--- src/rtl/audio_spi_pkg.sv ---
// ---------------------------------------------------------------------------
// audio_spi_pkg
// Shared constants for the audio SPI transmitter: word width, default
// timing parameters and the serialiser FSM state codes.
// No ports.
// ---------------------------------------------------------------------------
package audio_spi_pkg;

   localparam int WORD_W         = 16;
   localparam int DEF_SCLK_DIV   = 4;
   localparam int DEF_CS_GAP     = 8;
   localparam int DEF_FIFO_DEPTH = 4;

   // Serialiser FSM state codes
   localparam logic [2:0] ST_IDLE  = 3'd0;
   localparam logic [2:0] ST_SETUP = 3'd1;
   localparam logic [2:0] ST_SHIFT = 3'd2;
   localparam logic [2:0] ST_HOLD  = 3'd3;
   localparam logic [2:0] ST_GAP   = 3'd4;

endpackage

--- src/rtl/spi_tx_fifo.sv ---
// ---------------------------------------------------------------------------
// spi_tx_fifo
// Single-clock synchronous word FIFO with a registered fill level.
// Ports:
//   clk        in   system clock (rising edge)
//   reset      in   asynchronous active-high reset, empties the FIFO
//   push       in   write request; ignored while full
//   push_data  in   word to write
//   pop        in   read request; ignored while empty
//   pop_data   out  word at the head of the FIFO (valid when !empty)
//   level      out  number of words held
//   full       out  level == DEPTH (registered state only)
//   empty      out  level == 0
// ---------------------------------------------------------------------------
module spi_tx_fifo
   import audio_spi_pkg::*;
#(
   parameter int W     = WORD_W,
   parameter int DEPTH = DEF_FIFO_DEPTH
) (
   input  logic                     clk,
   input  logic                     reset,
   input  logic                     push,
   input  logic [W-1:0]             push_data,
   input  logic                     pop,
   output logic [W-1:0]             pop_data,
   output logic [$clog2(DEPTH):0]   level,
   output logic                     full,
   output logic                     empty
);

   localparam int PTR_W = $clog2(DEPTH);
   localparam int LVL_W = PTR_W + 1;

   generate
      if (DEPTH < 2 || (DEPTH & (DEPTH - 1)) != 0) begin : g_bad_depth
         $error("spi_tx_fifo: DEPTH must be a power of 2 and at least 2");
      end
   endgenerate

   logic [W-1:0]     mem [DEPTH];
   logic [PTR_W-1:0] wr_ptr;
   logic [PTR_W-1:0] rd_ptr;
   logic [LVL_W-1:0] level_q;
   logic             push_ok;
   logic             pop_ok;

   assign full     = (level_q == LVL_W'(DEPTH));
   assign empty    = (level_q == '0);
   assign level    = level_q;
   assign pop_data = mem[rd_ptr];
   assign push_ok  = push && !full;
   assign pop_ok   = pop && !empty;

   // Pointers are exactly PTR_W bits wide, so increments wrap modulo DEPTH.
   always_ff @(posedge clk or posedge reset) begin
      if (reset) begin
         wr_ptr  <= '0;
         rd_ptr  <= '0;
         level_q <= '0;
      end else begin
         if (push_ok) wr_ptr <= wr_ptr + 1'b1;
         if (pop_ok)  rd_ptr <= rd_ptr + 1'b1;
         case ({push_ok, pop_ok})
            2'b10:   level_q <= level_q + 1'b1;
            2'b01:   level_q <= level_q - 1'b1;
            default: level_q <= level_q;
         endcase
      end
   end

   // Storage needs no reset: a slot is only read after it has been written.
   always_ff @(posedge clk) begin
      if (push_ok) mem[wr_ptr] <= push_data;
   end

endmodule

--- src/rtl/audio_spi_tx.sv ---
// ---------------------------------------------------------------------------
// audio_spi_tx
// Buffers 16-bit audio samples in a small FIFO and sends each one as an
// SPI-style frame (mode 0, MSB first) to the Pico receiver.
// Ports:
//   clk_25mhz       in   system clock (rising edge)
//   reset           in   asynchronous active-high reset, aborts any frame
//   audio_in        in   sample word
//   audio_valid     in   audio_in presented this cycle
//   audio_ready     out  FIFO not full; word taken when valid && ready
//   com_sclk_out    out  serial clock, idle low
//   com_mosi_out    out  serial data, MSB first, changes on SCLK fall
//   com_active_out  out  frame select, active low
//   busy            out  high from frame start to the end of the CS gap
//   fifo_level      out  words held in the FIFO
//   fsm_state       out  current serialiser state code (debug)
// Handshake: a word is transferred on every rising clk_25mhz edge where
// audio_valid && audio_ready; audio_ready depends on registered state only,
// and audio_valid may be held while waiting.
// ---------------------------------------------------------------------------
module audio_spi_tx
   import audio_spi_pkg::*;
#(
   parameter int SCLK_DIV   = DEF_SCLK_DIV,
   parameter int CS_GAP     = DEF_CS_GAP,
   parameter int FIFO_DEPTH = DEF_FIFO_DEPTH
) (
   input  logic                         clk_25mhz,
   input  logic                         reset,
   input  logic [WORD_W-1:0]            audio_in,
   input  logic                         audio_valid,
   output logic                         audio_ready,
   output logic                         com_sclk_out,
   output logic                         com_mosi_out,
   output logic                         com_active_out,
   output logic                         busy,
   output logic [$clog2(FIFO_DEPTH):0]  fifo_level,
   output logic [2:0]                   fsm_state
);

   // The receiver synchronises SCLK through two flops, so a half period
   // must span at least three system clocks.
   generate
      if (SCLK_DIV < 3) begin : g_bad_div
         $error("audio_spi_tx: SCLK_DIV must be >= 3");
      end
      if (CS_GAP < 2) begin : g_bad_gap
         $error("audio_spi_tx: CS_GAP must be >= 2");
      end
   endgenerate

   // One counter serves both the SCLK half-period and the CS gap.
   localparam int CNT_MAX = (SCLK_DIV > CS_GAP) ? SCLK_DIV : CS_GAP;
   localparam int CNT_W   = $clog2(CNT_MAX);
   localparam logic [CNT_W-1:0] DIV_LAST  = CNT_W'(SCLK_DIV - 1);
   localparam logic [CNT_W-1:0] GAP_LAST  = CNT_W'(CS_GAP - 1);
   localparam logic [4:0]       BITS_LAST = 5'(WORD_W);

   logic [2:0]        state_q,  state_d;
   logic [CNT_W-1:0]  div_q,    div_d;
   logic [4:0]        bit_q,    bit_d;
   logic [WORD_W-1:0] shreg_q,  shreg_d;
   logic              sclk_q,   sclk_d;
   logic              active_q, active_d;

   logic              fifo_pop;
   logic [WORD_W-1:0] fifo_head;
   logic              fifo_full;
   logic              fifo_empty;

   spi_tx_fifo #(
      .W     (WORD_W),
      .DEPTH (FIFO_DEPTH)
   ) u_fifo (
      .clk       (clk_25mhz),
      .reset     (reset),
      .push      (audio_valid),
      .push_data (audio_in),
      .pop       (fifo_pop),
      .pop_data  (fifo_head),
      .level     (fifo_level),
      .full      (fifo_full),
      .empty     (fifo_empty)
   );

   always_ff @(posedge clk_25mhz or posedge reset) begin
      if (reset) begin
         state_q  <= ST_IDLE;
         div_q    <= '0;
         bit_q    <= '0;
         shreg_q  <= '0;
         sclk_q   <= 1'b0;
         active_q <= 1'b1;
      end else begin
         state_q  <= state_d;
         div_q    <= div_d;
         bit_q    <= bit_d;
         shreg_q  <= shreg_d;
         sclk_q   <= sclk_d;
         active_q <= active_d;
      end
   end

   always_comb begin
      state_d  = state_q;
      div_d    = div_q;
      bit_d    = bit_q;
      shreg_d  = shreg_q;
      sclk_d   = sclk_q;
      active_d = active_q;
      fifo_pop = 1'b0;

      case (state_q)
         ST_IDLE: begin
            if (!fifo_empty) begin
               // Loading the shift register also puts bit 15 on MOSI,
               // since MOSI is the register's MSB.
               fifo_pop = 1'b1;
               shreg_d  = fifo_head;
               active_d = 1'b0;
               div_d    = '0;
               bit_d    = '0;
               state_d  = ST_SETUP;
            end
         end

         ST_SETUP: begin
            if (div_q == DIV_LAST) begin
               div_d   = '0;
               sclk_d  = 1'b1;
               bit_d   = 5'd1;
               state_d = ST_SHIFT;
            end else begin
               div_d = div_q + 1'b1;
            end
         end

         // SHIFT covers 32 half periods: 16 high phases, each followed by a
         // low phase. The low phase after the 16th rising edge completes the
         // last bit cell before HOLD begins.
         ST_SHIFT: begin
            if (div_q == DIV_LAST) begin
               div_d = '0;
               if (sclk_q) begin
                  sclk_d = 1'b0;
                  // The final falling edge leaves MOSI on the last bit.
                  if (bit_q != BITS_LAST) begin
                     shreg_d = {shreg_q[WORD_W-2:0], 1'b0};
                  end
               end else if (bit_q == BITS_LAST) begin
                  state_d = ST_HOLD;
               end else begin
                  sclk_d = 1'b1;
                  bit_d  = bit_q + 1'b1;
               end
            end else begin
               div_d = div_q + 1'b1;
            end
         end

         ST_HOLD: begin
            if (div_q == DIV_LAST) begin
               div_d    = '0;
               active_d = 1'b1;
               state_d  = ST_GAP;
            end else begin
               div_d = div_q + 1'b1;
            end
         end

         ST_GAP: begin
            if (div_q == GAP_LAST) begin
               div_d   = '0;
               bit_d   = '0;
               state_d = ST_IDLE;
            end else begin
               div_d = div_q + 1'b1;
            end
         end

         default: begin
            state_d  = ST_IDLE;
            div_d    = '0;
            bit_d    = '0;
            sclk_d   = 1'b0;
            active_d = 1'b1;
         end
      endcase
   end

   assign audio_ready    = !fifo_full;
   assign com_sclk_out   = sclk_q;
   assign com_mosi_out   = shreg_q[WORD_W-1];
   assign com_active_out = active_q;
   assign busy           = (state_q != ST_IDLE);
   assign fsm_state      = state_q;

endmodule

--- config.mk ---
export PLATFORM = sky130hd
export DESIGN_NAME = audio_spi_tx
export DESIGN_NICKNAME = d
export VERILOG_FILES = /design/src/rtl/audio_spi_pkg.sv /design/src/rtl/spi_tx_fifo.sv /design/src/rtl/audio_spi_tx.sv
export SDC_FILE = /design/constraint.sdc
export NUM_CORES = 1
export LEC_CHECK = 0
export ABC_AREA = 0
export BUFFER_PORTS_ARGS = -buffer_cell sky130_fd_sc_hd__buf_2
export CORE_MARGIN = 1.5
export CORE_UTILIZATION = 50
export DETAILED_ROUTE_END_ITERATION = 12
export PLACE_DENSITY = 0.68
export SLEW_MARGIN = 20
export SYNTH_ARGS = -nofsm -noshare
export SYNTH_HDL_FRONTEND = slang
export SYNTH_SLANG_ARGS = --single-unit
--- constraint.sdc ---
create_clock -name clk_25mhz -period 6.47 [get_ports clk_25mhz]
set_input_delay 0.647 -clock clk_25mhz [delete_from_list [all_inputs] [get_ports clk_25mhz]]
set_output_delay 0.647 -clock clk_25mhz [all_outputs]
set_load 0.03 [all_outputs]
==> key figures, run 1 <==
Clock tree
  • Max clock buf depth: 2
  • Post-CTS setup buffers: 0
  • CTS resizes: 0
  • Hold Buf Count CTS: 0
  • Worst-skew pair later-pin latency: 0.37 ns
  • Root Buffer: clkbuf_8
  • Clock Pin Slew Worst Setup and Hold Paths: 0.11 ns
  • CTS buffer count: 9
  • CTS H-tree lvls: 3
  • Sink Count: 100
  • CTS tree: built

Cells and area
  • Util after Layout: 0.561
  • Fin nets: 358
  • Final Instance Count excl. Fillers: 440
  • N_diodes: 0
  • Layout cells sized above 1: 0.253
  • Fillers: 692
  • Area growth, synth to finish: 9.41%

Timing
  • Shortest period the worst path allows: 2.64 ns
  • Rel. slew slack: 0.389
  • Post-Route Setup TNS: 0 ns
  • Max Fclk: 0.379 GHz
  • Slew Limit Fails: 0
  • Slew at the pin with the worst max-slew slack: 0.916 ns
  • Period Utilization, post-route: 0.408
  • Final hold viol count: 0
  • Final-report setup violation count: 0
  • Skew final: 0.0133 ns
  • RSZ-0062 raised after global routing: false

Worst setup path
  • CP Launch Point: fsm_state[2]$_DFFE_PP0P_
  • Critical Path RT: slightly below 7 ns
  • Crit start category: flop
  • CP arrival: 2.94 ns
  • CP max FO: 23
  • Reg-to-Reg Start: fsm_state[2]$_DFFE_PP0P_
  • CP Class: reg -> reg
  • Crit. End Element: flop

Routing
  • Routed Antenna Nets: 0
  • WL final: 7300 um
  • DRT iter0 DRCs: 98
  • WL/cell: between 15 and 20 um
  • TritonRoute pass-1 iters: 4
  • Avg Vias per Cell: 5.45
  • Post-route DRC violation count: 0
  • Via count: 2398

Floorplan
  • IO Pins: 30
  • Die height: 97.1 um
  • Full die area: 9430 um^2
  • Starting Density: 0.513
  • Chip Width: roughly 100 um
  • # rows: 34
  • Core area: 8640 um^2

Synthesis
  • EDFF count, synth: 64
  • Syn nets: 329
  • Async SR Flop Fraction: 0.360
  • Distinct cells, synth: 48
  • Top-area cell type share of the netlist area: 0.434
  • Syn Area/Cell: 14.9 um^2
  • Yosys reg bits: 100
  • Seq/Total Area, Yosys: 0.638
  • Top-count cell post-synth: edfxtp_1
  • Top FF cell, synth: edfxtp_1
  • Synth warn: 0
  • Cell Area, Synth: 4430 um^2
  • Area contributors post-synth: edfxtp_1 (43%), dfrtp_1 (20%), mux4_2 (8.1%), mux2i_1 (3.4%), ha_1 (3.1%)
  • Syn Inst Count: between 200 and 300
  • Cell taking the most area after synthesis: edfxtp_1
  • Post-synth top cells: edfxtp_1 (64), dfrtp_1 (35), nor2_1 (25), mux4_2 (16), mux2i_1 (15)

Global route
  • Initial antenna violation count: 0
  • Global-route wire length before repair: 12400 um
  • Global route overflow: 0
  • Largest net degree at the start of global routing: 37
  • Vias in the first global route: ~2400
  • All-layer global routing usage: 0.170

Run status
  • Status: finished clean

Place
  • Port bufs: 29
  • Routability cong.: about 0.74
  • Dpl cells: approximately 420
  • HPWL Detailed: 4660 um

Power and ir drop
  • PnR Total Power: 2330 uW
  • P_leak: 0.00183 uW
  • VDD IR max: 226 uV
  • PwrDens: 481 nW/um^2

Min path
  • Hold WC Path Type: in -> async

Run
  • Max_cap viols: 0
-- worst paths after layout --
check,cells past startpoint,slack (ns),to
worst max-delay path,9,3.83,u_fifo.level[2]$_DFFE_PP0P_
worst min-delay path,3,0.37,shreg_q[14]$_DFFE_PP0P_
worst max register to register,9,3.83,u_fifo.level[2]$_DFFE_PP0P_
worst min register to register,1,0.48,div_q[0]$_DFFE_PP0P_
max in group asynchronous,3,5.75,com_active_out$_DFFE_PP1P_
min in group clk_25mhz,1,0.48,u_fifo.mem[2][10]$_DFFE_PP_
-- critical path: stages, from the launching register on --
cell	delay, ns
dfrtp_1	0.64
or3_4	0.45
or2_4	0.26
inv_1	0.14
ha_1	0.20
inv_1	0.06
fa_1	0.37
xor2_1	0.17
nor2_1	0.11
xor2_1	0.17
-- per-layer routing --
layer / wire length (um) / GRT usage
met5: 0 / 0
met1: 3250 / 0.211
met3: 179 / 0.0403
met2: 3750 / 0.293
met4: 119 / 0.0624
-- power by group --
group	internal, uW	switching (uW)
registers	875	135
clock network	152	233
logic	404	533
-- layout by cell type (no fill, tap or decap), types with 8 or more instances in the layout --
cell / n
nand2_1: 9
inv_1: 14
clkbuf_8: 9
o21ai_0: 14
dfrtp_1: 35
buf_2: 29
nor2_1: 25
a21oi_2: 14
ha_1: 11
mux4_2: 16
mux2i_1: 15
edfxtp_1: 64
a21oi_1: 8
-- state kept, by name, summed over array words and instances, names as in the netlist --
name / count
com_sclk_out: 1
u_fifo.mem: 64
com_active_out: 1
div_q: 3
u_fifo.level: 3
shreg_q: 16
bit_q: 5
u_fifo.wr_ptr: 2
u_fifo.rd_ptr: 2
fsm_state: 3
-- layout make-up --
cell class | count | area (um^2) | area share
clock buffers | 10 | 128 | 0.0263
inverters | 14 | 52.6 | 0.0108
repair buffers | 32 | 175 | 0.0361
flip-flops and latches | 100 | 2820 | 0.583
well taps | 108 | 135 | 0.0279
multi-input cells | 170 | 1470 | 0.303
clock inverters | 6 | 65.1 | 0.0134
-- through the flow --
stage / cell area [um^2] / worst slack (ns) / hold WS, ns
final: 4850 / 3.83 / 0.373
after global routing: 4850 / 3.69 / 0.413
after CTS: 4830 / 3.44 / 0.382
after detailed placement: 4640 / 3.47 / 0.478
after global placement: 4640 / 3.59 / 0.475
after floorplan: 4430 / 4.05 / 0.446
-- cells by family after synthesis --
| family | count (synthesis) | synth area share |
|---|---|---|
| simple gates | 68 | 0.0822 |
| xor+xnor | 6 | 0.0119 |
| compound gates | 53 | 0.0847 |
| buf+inv | 28 | 0.0328 |
| fa+ha+maj | 12 | 0.0356 |
| mux | 31 | 0.115 |
| flops | 100 | 0.638 |
No activity file was read; power rests on OpenSTA's default activity.
==> run 2: changes to the inputs <==
--- a/config.mk
+++ b/config.mk
@@ -5,12 +5,12 @@
 export SDC_FILE = /design/constraint.sdc
 export NUM_CORES = 1
 export LEC_CHECK = 0
-export ABC_AREA = 0
+export ABC_AREA = 1
 export BUFFER_PORTS_ARGS = -buffer_cell sky130_fd_sc_hd__buf_2
 export CORE_MARGIN = 1.5
 export CORE_UTILIZATION = 50
 export DETAILED_ROUTE_END_ITERATION = 12
-export PLACE_DENSITY = 0.68
+export PLACE_DENSITY = 0.7
 export SLEW_MARGIN = 20
 export SYNTH_ARGS = -nofsm -noshare
 export SYNTH_HDL_FRONTEND = slang
==> constraint.sdc (replaced) <==
create_clock -name clk_25mhz -period 2.2 [get_ports clk_25mhz]
set_input_delay 0.22 -clock clk_25mhz [delete_from_list [all_inputs] [get_ports clk_25mhz]]
set_output_delay 0.22 -clock clk_25mhz [all_outputs]
set_load 0.03 [all_outputs]
==> key figures, run 2 <==
Run status
  • Status: finished clean

Worst setup path
  • Worst reg-to-reg setup slack: between 0.2 and 0.3 ns
  • CP max FO: 8
  • Reg-to-Reg Start: u_fifo.level[0]$_DFFE_PP0P_
  • Cell count of the worst reg-to-reg path: 10
  • CP max stage delay: 0.42 ns
  • Critical Path RT: between 2 and 3 ns
  • CP Launch Point: u_fifo.level[0]$_DFFE_PP0P_
  • CP arrival: approximately 2.2 ns
  • Critical path depth: 10
  • Critical R2R Capture: u_fifo.level[2]$_DFFE_PP0P_
  • Crit. End Element: flop
  • Worst path bufs/invs: 2
  • Crit path max-delay family: adder cells
  • CP max stage cell: dfrtp_1
  • Crit start category: flop
  • Worst-path cell chain: inv_1, nand3_2, nand2_2, ha_1, inv_1, fa_1, nor2_1, nor2_1, nand2_1, xor2_1
  • CP Class: reg -> reg
  • Crit path capture: u_fifo.level[2]$_DFFE_PP0P_

Synthesis
  • Distinct cells, synth: 31
  • Seq/Total Area, Yosys: 0.619
  • Syn Inst Count: roughly 470
  • Area contributors post-synth: edfxtp_1 (42%), dfrtp_1 (19%), nand2_1 (15%), nand3_1 (6.2%), ha_1 (3.0%)
  • Syn nets: 500
  • EDFF count, synth: 64
  • Top FF cell, synth: edfxtp_1
  • Async SR Flop Fraction: 0.360
  • Yosys reg bits: 100
  • Synth warn: 0
  • Syn Area/Cell: 9.73 um^2
  • Top-count cell post-synth: nand2_1
  • Cell taking the most area after synthesis: edfxtp_1
  • Cell Area, Synth: 4570 um^2
  • Top-area cell type share of the netlist area: 0.421
  • Post-synth top cells: nand2_1 (179), edfxtp_1 (64), nand3_1 (57), dfrtp_1 (35), inv_1 (29)

Clock tree
  • CTS H-tree lvls: 3
  • CTS tree: built
  • Max clock buf depth: 2
  • Root Buffer: clkbuf_8
  • Worst-skew pair later-pin latency: 0.37 ns
  • Post-CTS setup buffers: 0
  • Hold Buf Count CTS: 1
  • Clock Pin Slew Worst Setup and Hold Paths: 0.10 ns
  • CTS buffer count: 9
  • Sink Count: 100
  • CTS resizes: 0

Cells and area
  • N_diodes: 0
  • Most frequent cells in the layout: nand2_1 (178), edfxtp_1 (64), nand3_1 (56), dfrtp_1 (35)
  • Max reg flops: 64
  • Top flop regs: u_fifo.mem x64, shreg_q x16, bit_q x5
  • Fin area: 5040 um^2
  • Layout cells sized above 1: 0.163
  • Area growth, synth to finish: 10.5%
  • Final Instance Count excl. Fillers: 618
  • Largest Register: u_fifo.mem
  • Fillers: 769
  • Fin nets: 536
  • Leading cell type in the layout, fill and taps excluded: nand2_1
  • Util after Layout: 0.576

Power and ir drop
  • PwrDens: 815 nW/um^2
  • VDD IR max: 457 uV
  • P_leak: 0.00228 uW

Min path
  • Hold WC Path Type: in -> reg

Global route
  • Vias in the first global route: 3156
  • Global route overflow: 0
  • Initial antenna violation count: 0
  • Global-route wire length before repair: around 15000 um
  • All-layer global routing usage: 0.198
  • Largest net degree at the start of global routing: 37

Timing
  • Skew final: approximately 0.013 ns
  • Max Fclk: around 0.52 GHz
  • Slew at the pin with the worst max-slew slack: roughly 0.6 ns
  • Shortest period the worst path allows: 1.93 ns
  • Period Utilization, post-route: 0.877
  • Final hold viol count: 0
  • Slew Limit Fails: 0
  • Rel. slew slack: 0.590
  • RSZ-0062 raised after global routing: false
  • Hold_ws: 0.0566 ns
  • Post-Route Setup TNS: 0 ns
  • Final-report setup violation count: 0

Routing
  • WL/cell: 14.1 um
  • DRT iter0 DRCs: 231
  • Avg Vias per Cell: 5.20
  • TritonRoute pass-1 iters: 4
  • WL final: a little under 9000 um
  • Post-route DRC violation count: 0
  • Via count: between 3000 and 4000
  • Routed Antenna Nets: 0

Run
  • Max_cap viols: 0

Floorplan
  • Core area: 8760 um^2
  • Starting Density: 0.521
  • IO Pins: 30
  • Chip Width: 98.6 um
  • Full die area: 9710 um^2
  • Die height: 98.6 um
  • # rows: 34

Place
  • HPWL Detailed: 5530 um
  • Area after DPL: 4850 um^2
  • Dpl cells: approximately 600
  • Port bufs: 29
  • Routability cong.: 0.793
[run 2: cell types whose count changed in the layout (fill, tap and decap cells not counted), sizes merged, moves of 9 or more]
cell and change:
buf +9, mux2i -15, mux4 -16, a21oi -15, nand3 +54, inv +17
nand2 +185
[run 2: logic make-up (layout without fill, tap and decap cells)]
group,after synthesis,in the layout,share of synthesized area
xor gates and xnor gates,5,5,0.00959
adders and majority gates,12,12,0.0345
AOI/OAI and AO/OA,17,17,0.0197
DFF,100,100,0.619
buffers and inverters,50,91,0.0507
and+or+nand+nor,285,285,0.267
[run 2: power breakdown]
group	switching (uW)	internal, uW	total [uW]
Sequential	87.5	2310	2390
Clock	656	428	1080
Combinational	448	185	633
Total	1190	2920	4110
[run 2: per-layer routing]
layer	vias up	track usage	part of all wire
met1	1522	0.246	0.43
li1	1592	-	-
met3	17	0.0333	0.059
met2	85	0.338	0.49
met4	0	0.0975	0.023
met5	-	0	0
[run 2: worst min-delay path by stage]
| stage | start | end | slack (ns) | cells past startpoint |
|---|---|---|---|---|
| after CTS | audio_in[3] | u_fifo.mem[0][3]$_DFFE_PP_ | 0.05 | 1 |
| final | audio_in[3] | u_fifo.mem[0][3]$_DFFE_PP_ | 0.06 | 1 |
| after detailed placement | reset | bit_q[4]$_DFFE_PP0P_ | 0.37 | 3 |
| after floorplan | audio_in[0] | u_fifo.mem[0][0]$_DFFE_PP_ | 0.32 | 0 |
| after global placement | reset | bit_q[4]$_DFFE_PP0P_ | 0.36 | 3 |
| after global routing | audio_in[13] | u_fifo.mem[0][13]$_DFFE_PP_ | 0.05 | 1 |
[run 2: layout make-up]
type	instances	area [um^2]	area share
Multi-Input combinational cell	319	1520	0.301
Timing Repair Buffer	42	258	0.0511
Tap cell	108	135	0.0268
Inverter	33	126	0.0250
Sequential cell	100	2820	0.560
Clock buffer	9	124	0.0246
Clock inverter	7	60.1	0.0119
[run 2: through the flow]
step | power, uW | setup slack [ns]
after global routing | 4300 | 0.0900
after floorplan | 2830 | 0.0474
after CTS | 4140 | 0.261
final | 4110 | 0.271
after global placement | 3040 | 0.367
after detailed placement | 3080 | 0.267
